File: src/rtl/pc_fetch_pkg.sv
// Shared types and constants for the instruction-fetch stage.
package pc_fetch_pkg;

  localparam int unsigned XLEN = 32;
  localparam logic [XLEN-1:0] INST_NOP = 32'h0000_0013;
  localparam logic [XLEN-1:0] PC_INC = 32'd4;

  typedef enum logic [1:0] {
    ST_IDLE      = 2'd0,
    ST_WAIT      = 2'd1,
    ST_WAIT_KILL = 2'd2
  } fetch_state_e;

  typedef struct packed {
    logic [XLEN-1:0] addr;
    logic [XLEN-1:0] inst;
  } fetch_entry_t;

endpackage

File: src/rtl/pc_fetch_fifo.sv
// Small read-first FIFO holding fetched {addr, inst} pairs; synchronous flush.
module fetch_fifo #(
  parameter int unsigned WIDTH = 64,
  parameter int unsigned DEPTH = 4
) (
  input  logic                         clk,
  input  logic                         rst,
  input  logic                         flush,
  input  logic                         push,
  input  logic                         pop,
  input  logic [WIDTH-1:0]             wdata,
  output logic [WIDTH-1:0]             head,
  output logic [$clog2(DEPTH):0]       count,
  output logic                         full,
  output logic                         empty
);

  localparam int unsigned AW = $clog2(DEPTH);
  localparam int unsigned CW = AW + 1;

  logic [WIDTH-1:0] mem [DEPTH];
  logic [AW-1:0]    wr_ptr;
  logic [AW-1:0]    rd_ptr;

  always_ff @(posedge clk) begin
    if (rst || flush) begin
      wr_ptr <= '0;
      rd_ptr <= '0;
      count  <= '0;
    end else begin
      if (push) wr_ptr <= wr_ptr + AW'(1);
      if (pop)  rd_ptr <= rd_ptr + AW'(1);
      count <= count + CW'(push) - CW'(pop);
    end
  end

  // Storage needs no reset; validity is tracked by count.
  always_ff @(posedge clk) begin
    if (push) mem[wr_ptr] <= wdata;
  end

  assign head  = mem[rd_ptr];
  assign full  = (count == CW'(DEPTH));
  assign empty = (count == '0);

endmodule

File: src/rtl/pc_fetch.sv
// Instruction-fetch stage: owns the PC, single-outstanding imem fetch, fetch FIFO to IF/ID.
// Optional FETCH_MISALIGN_CHK_EN adds misalign_o and halts fetch on misaligned jump targets.
module pc_fetch
  import pc_fetch_pkg::*;
#(
  parameter logic [31:0] RESET_PC = 32'h0000_0000,
  parameter int unsigned FQ_DEPTH = 4
) (
  input  logic        clk,
  input  logic        rst,
  input  logic        hold_flag_i,
  input  logic        jump_en_i,
  input  logic [31:0] jump_addr_i,
  output logic        imem_req_o,
  output logic [31:0] imem_addr_o,
  input  logic        imem_ready_i,
  input  logic        imem_rvalid_i,
  input  logic [31:0] imem_rdata_i,
  output logic [31:0] inst_addr_o,
  output logic [31:0] inst_o,
  output logic        inst_valid_o
`ifdef FETCH_MISALIGN_CHK_EN
  ,
  output logic        misalign_o
`endif
);

  localparam int unsigned CW = $clog2(FQ_DEPTH) + 1;

  fetch_state_e  state, state_nxt;
  logic [31:0]   pc, pc_nxt, req_pc, jump_target;
  logic          req, accept, push, pop, outstanding, room, fetch_halt;
  logic [CW-1:0] count;
  logic          full, empty;
  fetch_entry_t  head, wentry;

`ifdef FETCH_MISALIGN_CHK_EN
  logic halted;
  logic bad_jump;

  assign bad_jump    = jump_en_i && (jump_addr_i[1:0] != 2'b00);
  assign jump_target = jump_addr_i;
  assign fetch_halt  = halted;

  // Misaligned jump parks the fetcher until the next jump.
  always_ff @(posedge clk) begin
    if (rst) begin
      halted     <= 1'b0;
      misalign_o <= 1'b0;
    end else begin
      misalign_o <= bad_jump;
      if (jump_en_i) halted <= bad_jump;
    end
  end
`else
  assign jump_target = jump_addr_i & ~32'h0000_0003;
  assign fetch_halt  = 1'b0;
`endif

  always_ff @(posedge clk) begin
    if (rst) begin
      state  <= ST_IDLE;
      pc     <= RESET_PC;
      req_pc <= '0;
    end else begin
      state <= state_nxt;
      pc    <= pc_nxt;
      if (accept) req_pc <= pc;
    end
  end

  always_comb begin
    state_nxt    = state;
    pc_nxt       = pc;
    outstanding  = (state != ST_IDLE);
    room         = (32'(count) + 32'(outstanding)) < FQ_DEPTH;
    req          = 1'b0;
    accept       = 1'b0;
    push         = 1'b0;
    pop          = 1'b0;
    wentry       = '{addr: req_pc, inst: imem_rdata_i};
    imem_req_o   = 1'b0;
    imem_addr_o  = pc;
    inst_addr_o  = '0;
    inst_o       = INST_NOP;
    inst_valid_o = 1'b0;

    if (!rst) begin
      req    = !fetch_halt && !jump_en_i && room &&
               ((state == ST_IDLE) || ((state == ST_WAIT) && imem_rvalid_i));
      accept = req && imem_ready_i;
      pop    = !hold_flag_i && !jump_en_i && !empty;
      push   = (state == ST_WAIT) && imem_rvalid_i && !jump_en_i && (!full || pop);
    end

    // Jump wins: redirect, and either retire or mark the in-flight fetch as stale.
    if (jump_en_i) begin
      pc_nxt = jump_target;
      if (outstanding && imem_rvalid_i) state_nxt = ST_IDLE;
      else if (state == ST_WAIT)        state_nxt = ST_WAIT_KILL;
    end else begin
      if (accept) pc_nxt = pc + PC_INC;
      unique case (state)
        ST_IDLE:      if (accept) state_nxt = ST_WAIT;
        ST_WAIT:      if (imem_rvalid_i) state_nxt = accept ? ST_WAIT : ST_IDLE;
        ST_WAIT_KILL: if (imem_rvalid_i) state_nxt = ST_IDLE;
        default:      state_nxt = ST_IDLE;
      endcase
    end

    imem_req_o = req;
    if (pop) begin
      inst_addr_o  = head.addr;
      inst_o       = head.inst;
      inst_valid_o = 1'b1;
    end
  end

  fetch_fifo #(
    .WIDTH($bits(fetch_entry_t)),
    .DEPTH(FQ_DEPTH)
  ) u_fifo (
    .clk   (clk),
    .rst   (rst),
    .flush (jump_en_i),
    .push  (push),
    .pop   (pop),
    .wdata (wentry),
    .head  (head),
    .count (count),
    .full  (full),
    .empty (empty)
  );

endmodule

File: config.mk
export PLATFORM = sky130hd
export DESIGN_NAME = pc_fetch
export DESIGN_NICKNAME = d
export VERILOG_FILES = /design/src/rtl/pc_fetch_pkg.sv /design/src/rtl/pc_fetch_fifo.sv /design/src/rtl/pc_fetch.sv
export SDC_FILE = /design/constraint.sdc
export NUM_CORES = 1
export LEC_CHECK = 0
export ABC_AREA = 1
export ABC_CLOCK_PERIOD_IN_PS = 5400
export CAP_MARGIN = 20
export CORE_AREA = 2 2 166 168
export CTS_CLUSTER_DIAMETER = 80
export CTS_CLUSTER_SIZE = 20
export DETAILED_ROUTE_END_ITERATION = 16
export DIE_AREA = 0 0 168 170
export GPL_TIMING_DRIVEN = 0
export PLACE_DENSITY_LB_ADDON = 0.3
export SLEW_MARGIN = 10
export SYNTH_ARGS = -nofsm -noshare
export SYNTH_HDL_FRONTEND = slang
export SYNTH_SLANG_ARGS = --single-unit
File: constraint.sdc
create_clock -name clk -period 5.4 [get_ports clk]
set_clock_uncertainty 0.1 [all_clocks]
set_input_delay 1.62 -clock clk [delete_from_list [all_inputs] [get_ports clk]]
set_output_delay 1.62 -clock clk [all_outputs]
set_load 0.01 [all_outputs]
==> flow_metrics.py <==
metrics = {
    "sta": {
        "finalHoldViolations": 0,
        "final-max-slew-violation-count": 0,
        "period_share_pct": 98.7,
        "max_freq_mhz": 188,
        "worst_slack_ns": 0.0704,
        "final-setup-viol-count": 0,
        "fin_crit_ns": 5.33,
        "max-slew-margin-rel_pct": 51.0,
        "worst_pin_slew_ns": 0.735,
        "rsz0062_at_grt": "true",
    },
    "critical_path": {
        "highest_fanout_seen_on_the_critical_path": 10,
        "critical_path.startpoint": "hold_flag_i",
        "arrival_time_reported_for_the_critical_path_endpoint_ns": 3.61,
        "crit_path_kind": "input pin to output port",
        "reg2regPathDepth": 6,
        "rrSetupSlack_ns": 2.99,
        "reg2reg_to": "u_fifo.mem[3][13]",
        "worst_setup_path_start_kind": "input pin",
        "critical_path.endpoint_type": "output port",
        "required_ns": 3.68,
        "start_of_the_worst_register_to_register_path": "state[1]",
    },
    "placed_design": {
        "placement.io_buffers": 160,
        "dp.final_hpwl_um": 23000,
        "pre_cts_ws_ns": -0.613,
        "place_congestion": 0.881,
    },
    "global_route": {
        "grtUsageMet2_pct": 39.9,
        "via_count_of_the_first_global_routing_pass": 9594,
        "groute.usage.overall_pct": 23.3,
        "antenna_found_initial": 0,
        "grt.overflow.total": 0,
        "global_route.usage.met3_pct": 3.81,
        "grtUsageMet1_pct": 31.2,
        "grt_start_max_net_pins": 27,
        "grt_busiest_layer": "met2",
        "grt_first_pass_wirelength_um": 51800,
    },
    "synth": {
        "syn-cell-area_um2": 13300,
        "synth_top_area_share_pct": 56.1,
        "synth_seq_cells": 319,
        "syn-instance-count": 1304,
        "synthFlopType": "edfxtp_1",
        "synth_edf_count": 248,
        "cell_with_the_most_instances_after_synthesis": "nor2_1",
        "post_synth_num_cell_types": 33,
        "most_area_hungry_cell_type_in_the_yosys_netlist": "edfxtp_1",
        "synth_sequential_area_ratio_pct": 66.9,
        "synth.area.top_cells": "edfxtp_1 56%, dfxtp_1 11%, nor2_1 9.1%",
        "ys_top_cells_by_count": "321 x nor2_1, 248 x edfxtp_1, 172 x nand2_1",
        "syn_area_per_cell_um2": 10.2,
        "yosys_warnings": 0,
        "synth_async_sr_flop_share_pct": 0,
    },
    "pwr": {
        "switching_share_pct": 21.3,
        "power_frac_seq_pct": 59.8,
        "cell_internal_pwr_uw": 3580,
        "power.share.clock_pct": 34.2,
        "combinational_cell_fraction_of_total_power_pct": 6.0,
        "power_switching_uw": 972,
        "power.density_nw_per_um2": 280,
        "worst_ir_drop_vdd_uv": 188,
        "total_leakage_power_uw": 0.00579,
    },
    "floorplan": {
        "io_pins": 168,
        "die-area_um2": 28600,
        "start_util_pct": 49.8,
        "die_w_um": 168,
        "core_area_um2": 26700,
        "fp-row-count": 60,
        "dieHeight_um": 170,
    },
    "hold_path": {
        "hold_class": "flop to flop",
        "worst_hold_path.num_cells": 0,
        "hold-path-endpoint": "u_fifo.mem[3][51]",
        "min_from": "req_pc[19]",
    },
    "clock_tree": {
        "clk_root_buffer_cell": "clkbuf_16",
        "clkLatencyLatePin_ns": 0.51,
        "max-clock-path-buffers": 3,
        "cts_tree": "done",
        "tritoncts_num_sinks": 319,
        "clk_transition_reported_paths_ns": 0.08,
        "clock_tree.htree_level_count": 1,
        "tritoncts.num_buffers": 20,
    },
    "layout": {
        "area_growth_syn_to_layout_pct": 22.8,
        "layout-drive-gt1-share_pct": 6.01,
        "final_core_util_pct": 61.1,
        "insertedDiodeCount": 0,
        "layout.nets": 1579,
    },
    "route": {
        "routed_wirelength_um": 33600,
        "post_dr_wirelength_cell_um": 18.1,
        "remaining_design_rule_violation_count": 0,
        "detailedRoute.firstIterationViolations": 1046,
        "routed_via_density": 5.38,
        "vias": 9983,
        "drt_first_pass_iters": 5,
        "antenna_violating_nets_post_route": 0,
    },
    "outcome": {
        "outcome": "finished clean",
    },
    "job": {
        "cap_viol_max_count": 0,
    },
}
## per-layer routing
metal | wire length [µm] | vias up
met5 | 0 | -
met4 | 651 | 0
met3 | 2500 | 51
met2 | 16200 | 401
met1 | 14200 | 4702
li1 | - | 4829
## sequential cells by signal, summed over array words and instances (netlist names), named ones only
signal	cells
u_fifo.mem	248
imem_addr_o	30
req_pc	30
u_fifo.count	3
state	2
u_fifo.rd_ptr	2
u_fifo.wr_ptr	2
## through the flow
| stage | instances | hold WS (ns) | TNS, ns | instance area, µm² | total power, µW |
|---|---|---|---|---|---|
| global route | 1855 | 0.418 | -0.0327 | 16300 | 4710 |
| floorplan | 1307 | 0.355 | 0 | 13300 | 2900 |
| finish | 1855 | 0.406 | 0 | 16300 | 4560 |
| global placement | 1808 | 0.378 | -577.50 | 15300 | 3040 |
| CTS | 1855 | 0.403 | 0 | 16200 | 4570 |
| detailed placement | 1818 | 0.383 | -21.58 | 15600 | 3050 |
## worst max path at each step
stage / cells past startpoint / slack, ns / to
global placement: 4 / -2.35 / u_fifo.mem[1][28]
floorplan: 4 / 0.12 / u_fifo.mem[0][0]
CTS: 8 / 0.004 / inst_addr_o[2]
global route: 8 / -0.01 / inst_addr_o[6]
detailed placement: 9 / -0.61 / inst_addr_o[23]
finish: 8 / 0.07 / inst_o[16]
## kinds of logic after synthesis
logic type,after synthesis,share of synthesized area (%)
AOI/OAI and AO/OA,287,11.2
xor gates and xnor gates,11,0.726
adders and majority gates,9,0.906
buffers and inverters,135,4.26
DFF,319,66.9
and+or+nand+nor,542,16.1
other,1,0.0283
## worst max-delay path, cell delays in order
cell and delay [ns]:
clkdlybuf4s50_1 0.44, a21oi_2 0.17, inv_1 0.10, nor2_4 0.16
inv_2 0.11, buf_2 0.22, a21oi_1 0.21, clkdlybuf4s50_1 0.57
## cell type report
class,count,area [µm²]
Timing Repair Buffer,171,1860
Clock inverter,3,55.1
Buffer,71,340
Clock buffer,33,571
Tap cell,341,427
Sequential cell,319,8870
Inverter,64,240
Multi-Input combinational cell,853,3930
Fill cell,2170,10400
## placed cells by master, fill, tap and decap left out, types with 4 or more instances in the layout
master / synthesis / final
buf_4: 9 / 12
xor2_1: 10 / 10
clkbuf_1: 47 / 55
ha_1: 8 / 8
dfxtp_1: 71 / 71
dlymetal6s2s_1: 0 / 7
clkdlybuf4s50_1: 0 / 142
clkbuf_16: 0 / 21
buf_12: 0 / 4
conb_1: 1 / 4
nand2_1: 172 / 172
edfxtp_1: 248 / 248
a21oi_2: 0 / 14
a31oi_1: 7 / 7
buf_1: 5 / 5
inv_2: 5 / 5
dlygate4sd2_1: 0 / 11
a21oi_1: 108 / 94
inv_1: 59 / 59
buf_16: 0 / 6
nand3_1: 33 / 33
nor3_1: 6 / 6
o21ai_0: 160 / 160
buf_2: 8 / 8
nor2_4: 3 / 8
nor2_1: 321 / 317
## power by group through the flow
stage	registers (µW)	logic [µW]	clock network (µW)
after floorplan	2770	127	0
after global placement	2780	259	0
after detailed placement	2780	271	0
after CTS	2720	274	1580
after global routing	2730	303	1680
final	2720	273	1560
## what timing repair did
item                                    in CTS  in global routing
endpoints found under the setup margin      59                 30
hold buffers                                 0                  0
pin swaps                                    1                  0
gates resized for setup                     27                 17
setup buffers                                1                  0
Power figures use the tool's default switching activity.
